**config.mk**
```make
export PLATFORM = sky130hd
export DESIGN_NAME = instr_fetch_core
export DESIGN_NICKNAME = d
export VERILOG_FILES = /design/src/rtl/instr_fetch_core.sv
export SDC_FILE = /design/constraint.sdc
export NUM_CORES = 1
export LEC_CHECK = 0
export ABC_AREA = 1
export BUFFER_PORTS_ARGS = -buffer_cell sky130_fd_sc_hd__buf_2
export CAP_MARGIN = 20
export CORE_ASPECT_RATIO = 1.5
export CORE_MARGIN = 4
export CORE_UTILIZATION = 35
export DETAILED_ROUTE_END_ITERATION = 10
export GPL_ROUTABILITY_DRIVEN = 0
export GPL_TIMING_DRIVEN = 0
export MAX_ROUTING_LAYER = met4
export PLACE_DENSITY = 0.5
export SLEW_MARGIN = 10
export SYNTH_ARGS = -nofsm -noshare
export SYNTH_HDL_FRONTEND = slang
export SYNTH_SLANG_ARGS = --single-unit
export TNS_END_PERCENT = 1
```
**constraint.sdc**
```tcl
create_clock -name clk -period 3 [get_ports clk]
set_clock_uncertainty 0.2 [all_clocks]
set_input_delay 0 -clock clk [delete_from_list [all_inputs] [get_ports clk]]
set_output_delay 0 -clock clk [all_outputs]
set_load 0.02 [all_outputs]
```
**src/rtl/instr_fetch_core.sv**
```systemverilog
// Two-state fetch/execute core for the literal instruction subset plus NOP and GOTO.
// Drives the program ROM address from PC and executes one instruction every two cycles.
module instr_fetch_core #(
    parameter logic [10:0] RESET_VECTOR = 11'h000
) (
    input  logic        clk,
    input  logic        rst_n,
    input  logic        run,
    output logic [10:0] Rom_addr_out,
    input  logic [13:0] Rom_data_in,
    output logic [7:0]  W_out,
    output logic [7:0]  X_out,
    output logic        Z_out,
    output logic        C_out,
    output logic        retire,
    output logic        illegal
);

    typedef enum logic {
        FETCH   = 1'b0,
        EXECUTE = 1'b1
    } state_t;

    state_t      state, state_next;
    logic [10:0] pc, pc_next;
    logic [13:0] ir, ir_next;
    logic [7:0]  w, w_next;
    logic [7:0]  x, x_next;
    logic        z, z_next;
    logic        c, c_next;
    logic        retire_next;
    logic        illegal_next;
    logic [5:0]  opcode;
    logic [7:0]  k;
    logic [8:0]  sum;
    logic [7:0]  conj;

    function automatic logic [8:0] add9(input logic [7:0] a, input logic [7:0] b);
        return {1'b0, a} + {1'b0, b};
    endfunction

    assign opcode = ir[13:8];
    assign k      = ir[7:0];

    always_comb begin
        state_next   = state;
        pc_next      = pc;
        ir_next      = ir;
        w_next       = w;
        x_next       = x;
        z_next       = z;
        c_next       = c;
        retire_next  = 1'b0;
        illegal_next = 1'b0;
        sum          = 9'h000;
        conj         = 8'h00;

        case (state)
            FETCH: begin
                if (run) begin
                    ir_next    = Rom_data_in;
                    state_next = EXECUTE;
                end
            end
            EXECUTE: begin
                state_next  = FETCH;
                retire_next = 1'b1;
                pc_next     = pc + 11'd1;
                // Decode priority is significant: literal ops first, then NOP, then GOTO.
                if (opcode == 6'h30) begin
                    w_next = k;
                end else if (opcode == 6'h3E || opcode == 6'h3F) begin
                    sum    = add9(w, k);
                    w_next = sum[7:0];
                    c_next = sum[8];
                    z_next = (sum[7:0] == 8'h00);
                end else if (opcode == 6'h39) begin
                    conj   = w & k;
                    w_next = conj;
                    z_next = (conj == 8'h00);
                end else if (opcode == 6'h37) begin
                    x_next = k;
                end else if (opcode == 6'h01) begin
                    sum    = add9(x, k);
                    w_next = sum[7:0];
                    c_next = sum[8];
                    z_next = (sum[7:0] == 8'h00);
                end else if (opcode == 6'h02) begin
                    conj   = x & k;
                    w_next = conj;
                    z_next = (conj == 8'h00);
                end else if (ir == 14'h0000) begin
                    pc_next = pc + 11'd1;
                end else if (ir[13:11] == 3'b101) begin
                    pc_next = ir[10:0];
                end else begin
                    illegal_next = 1'b1;
                end
            end
            default: state_next = FETCH;
        endcase
    end

    always_ff @(posedge clk or negedge rst_n) begin
        if (!rst_n) begin
            state   <= FETCH;
            pc      <= RESET_VECTOR;
            ir      <= 14'h0000;
            w       <= 8'h00;
            x       <= 8'h00;
            z       <= 1'b0;
            c       <= 1'b0;
            retire  <= 1'b0;
            illegal <= 1'b0;
        end else begin
            state   <= state_next;
            pc      <= pc_next;
            ir      <= ir_next;
            w       <= w_next;
            x       <= x_next;
            z       <= z_next;
            c       <= c_next;
            retire  <= retire_next;
            illegal <= illegal_next;
        end
    end

    assign Rom_addr_out = pc;
    assign W_out        = w;
    assign X_out        = x;
    assign Z_out        = z;
    assign C_out        = c;

endmodule

```
==> results <==
- Input and output buffers added on the ports amount to 47.
- In this run the core area contains 42 standard-cell rows.
- The worst path uses between 70 and 80% of the clock period.
- The post-synthesis average cell area is 7.144 um^2.
- The detail-routed via count per cell is around 5.0.
- Fill cells in the final layout number 951.
- TritonCTS created 5 clock buffers.
- The area growth from synthesis to layout is 21.85%.
- Counting both buffers and inverters, the worst setup path holds a total of 0.
- In the synthesized netlist the dominant register cell turns out to be sky130_fd_sc_hd__dfrtp_1.
- The total routed wirelength is around 9700 um.
- The tool flagged a number of max-cap violations equal to 0.
- The cell count after synthesis came out at 448.
- The first detailed-routing pass ran for 4 iterations.
- The die area is 10770 um^2.
- The commonest cells after synthesis are sky130_fd_sc_hd__nand2_1 (132), sky130_fd_sc_hd__inv_1 (56), sky130_fd_sc_hd__dfrtp_1 (46).
- The flow ran to the end, but the final reports show violations.
- The deepest clock path buffer count is 2.
- The initial antenna violation count came to 0.
- In the routed design, unresolved DRC markers number 0.
- The post-synthesis sequential area ratio is 35.97%.
- For the worst setup path, the data arrival time is 2.40 ns.
- The max-slew violation count is 0.
- The worst min-delay path class is primary input to asynchronous set/reset pin.
- The worst setup path is launched from a flop.
- The timing-limited maximum frequency is 0.4169 GHz.
- The share of the core filled with cells is 43.91%.
- The area share of the leading cell type in the synthesized netlist is 35.97%.
- The worst setup path category is flop to flop.
- After detailed placement, the total cell area comes to 3573 um^2.
- The measured slew at the worst slew-check pin is roughly 0.46 ns.
- In this run, synthesis produced a sequential element count of 46.
- For this design the top-level I/O count stands at 48.
- Once the clock tree was built, the resizer swapped 0 gates to a different size.
- The headroom to the max-slew limit is between 60% and 70%.
- The total overflow reported by the global router is 0.
- The H-tree was split into 2 levels.
- Traced cell by cell, the critical path runs through ha_1, fa_1, nor2_1, nand3_1, nor2_1, nand3_1, nor2_1, nand3_1, nor2_1, nor2_1, a21oi_1.
- The maximum resistive drop on vdd is 0.3231 mV.
- The count of nets left with antenna violations once routing finished came out at 0.
- After clock tree synthesis, the flow added hold-fix buffers numbering 17.
- The finished cells cover roughly 4000 um^2.
- The die is 86.08 um wide.
- Summed over all nets, the half-perimeter wirelength after detailed placement is 7656 um.
- In this run the cell area of the synthesized design comes to roughly 3200 um^2.
- Setup repair after global routing left no endpoint under its margin.
- Global routing used 19.41% of the available tracks.
- The count of different cell masters after synthesis is 33.
- The final-stage net count is between 500 and 600.
- Across all layers, the routed design uses between 3000 and 4000 vias.
- The total nets after synthesis is roughly 480.
- The wire length of the first global-routing pass is 15970 um.
- The critical path crosses 11 cells after its start point.
- The first routing iteration left around 180 violations.
- The Yosys step of the flow raised 0 warnings.
- Summing all multi-input logic gate instances after layout gives 1769 um^2.
- The ratio of cells with drive above 1 in the final layout is roughly 15%.
- Clock-pin slew was measured on the worst setup and hold paths at 0.06 ns.
- Once the floorplan was initialized, standard cells occupied 36.04% of the core.
- The post-CTS repair timing setup buffer count is 0.
- The worst setup path is captured at a flop.
- The average wire length per cell after detail routing is 15.39 um.
- The shortest period the worst path allows is 2.399 ns.
- CTS placed an instance of sky130_fd_sc_hd__clkbuf_16 at the clock tree root.
- The largest individual stage delay along the critical path comes from the cell sky130_fd_sc_hd__fa_1.
- The antenna diode instance count is 0.
- Power spread over the standard cell area amounts to about 570 nW/um^2.
- The final reports fail on hold timing.
- By instance count, the leading cell after synthesis is sky130_fd_sc_hd__nand2_1.
- At the worst endpoint, the required time is 3.00 ns.
- The clock latency on the worst-skew pair is 0.29 ns.
- In this design, the stage delay of the slowest critical-path cell is about 0.47 ns.
- Entering global routing, the biggest net connects 47 pins.
- The power after layout is 0.002235 W.
- The placeable core area is roughly 8900 um^2.
- For the final routed database, the setup TNS stands at 0 ns.
- The analysis attributes to cell leakage a power of about 2.1 nW.
- On the final layout, the worst hold slack is -0.05151 ns.
- The number of enable flip-flop cells after synthesis is 0.
- The tree built by TritonCTS fans out to 46 sinks.
- Ranked by total cell area, the synthesized netlist is headed by sky130_fd_sc_hd__dfrtp_1 (36%), sky130_fd_sc_hd__nand2_1 (15%), sky130_fd_sc_hd__ha_1 (6.6%).
- TritonCTS built the clock tree.
- The via count of the first global-routing pass is 3161.
- Setup violations remaining at the end of the flow were counted as 0.
- The async set-or-reset flop fraction in the synthesized netlist is 100.0%.
- Among cell families on the critical path, the largest total delay comes from adder cells.
- The cell accounting for the most synthesized area is sky130_fd_sc_hd__dfrtp_1.
- By instance count, the cell type seen most on the critical path is sky130_fd_sc_hd__nor2_1.
- The area taken by flip-flops and latches is 1151 um^2.
- The logic depth of the worst register-to-register path is 11.
- Of all nets on the critical path, the largest fanout is 5.
- The height of the chip is roughly 130 um.
- The total count of hold-check failures in the final report was 14.
[cell usage in the layout (no fill, tap or decap), drive strengths merged]
cell	instances
ha	17
inv	61
nor2	23
a21oi	25
nand4	10
o22ai	1
o211ai	10
fa	2
nand2	136
buf	52
nor3	4
dlygate4sd3	17
dfrtp	46
nand3	30
clkbuf	11
nor4	7
or2	1
o21ai	51
xor2	10
clkinv	1
nand3b	3
clkinvlp	1
a22oi	1
[worst paths after layout]
kind	from	end	slack (ns)
setup reg to reg	ir[0]	Z_out	0.60
hold / removal	rst_n	X_out[2]	-0.05
hold reg to reg	W_out[6]	W_out[6]	0.32
min in group clk	run	ir[3]	0.02
max in group asynchronous	rst_n	W_out[4]	2.14
setup / recovery	ir[0]	Z_out	0.60
[logic make-up after synthesis]
kind of cell,Yosys count,synth area share [%]
buffers and inverters,71,8.757
xor gates and xnor gates,10,2.736
and+or+nand+nor,214,29.63
AOI/OAI and AO/OA,88,15.01
adders and majority gates,19,7.897
DFF,46,35.97
[flip-flops by register name, indices dropped and copies added, names as in the netlist]
name	cells
retire	1
C_out	1
illegal	1
Rom_addr_out	11
W_out	8
X_out	8
Z_out	1
ir	14
state	1
[where the power goes]
group,internal [W],total (W),switching [W]
registers,0.000739,0.000873,0.000134
logic,0.000297,0.000822,0.000524
clock network,0.000305,0.000540,0.000236
[routing by layer]
layer  GRT usage [%]  vias up  routed length [um]
met3           2.699       21                 316
met4           6.337        0                 253
met2           33.71       66                5164
met1           22.70     1459                3963
li1                -     1625                   -
met5               -        -                   0
[through the flow]
step           std cells  hold slack, ns  setup WS, ns
2_1_floorplan        448         -0.4956        0.8659
3_3_place_gp         605       -0.004337        0.6167
3_5_place_dp         605       -0.001342        0.5783
4_1_cts              629        0.001360        0.5599
5_1_grt              630         0.01055        0.3863
6_report             630        -0.05151        0.6014
[worst reg2reg max path, stage by stage (launching register included)]
cell                      delay, ns
sky130_fd_sc_hd__dfrtp_1       0.45
sky130_fd_sc_hd__ha_1          0.29
sky130_fd_sc_hd__fa_1          0.47
sky130_fd_sc_hd__nor2_1        0.12
sky130_fd_sc_hd__nand3_1       0.08
sky130_fd_sc_hd__nor2_1        0.09
sky130_fd_sc_hd__nand3_1       0.07
sky130_fd_sc_hd__nor2_1        0.10
sky130_fd_sc_hd__nand3_1       0.10
sky130_fd_sc_hd__nor2_1        0.11
sky130_fd_sc_hd__nor2_1        0.05
sky130_fd_sc_hd__a21oi_1       0.18
[cell type report]
type,instances,share of cell area [%]
buffer,9,1.219
clock buffer,6,3.304
clock inverter,1,0.1925
inverter,62,5.967
sequential,46,29.52
multi-input combinational,331,45.36
timing repair buffer,65,10.91
tap,110,3.529
Note: power is estimated with default switching activity, not from simulation.
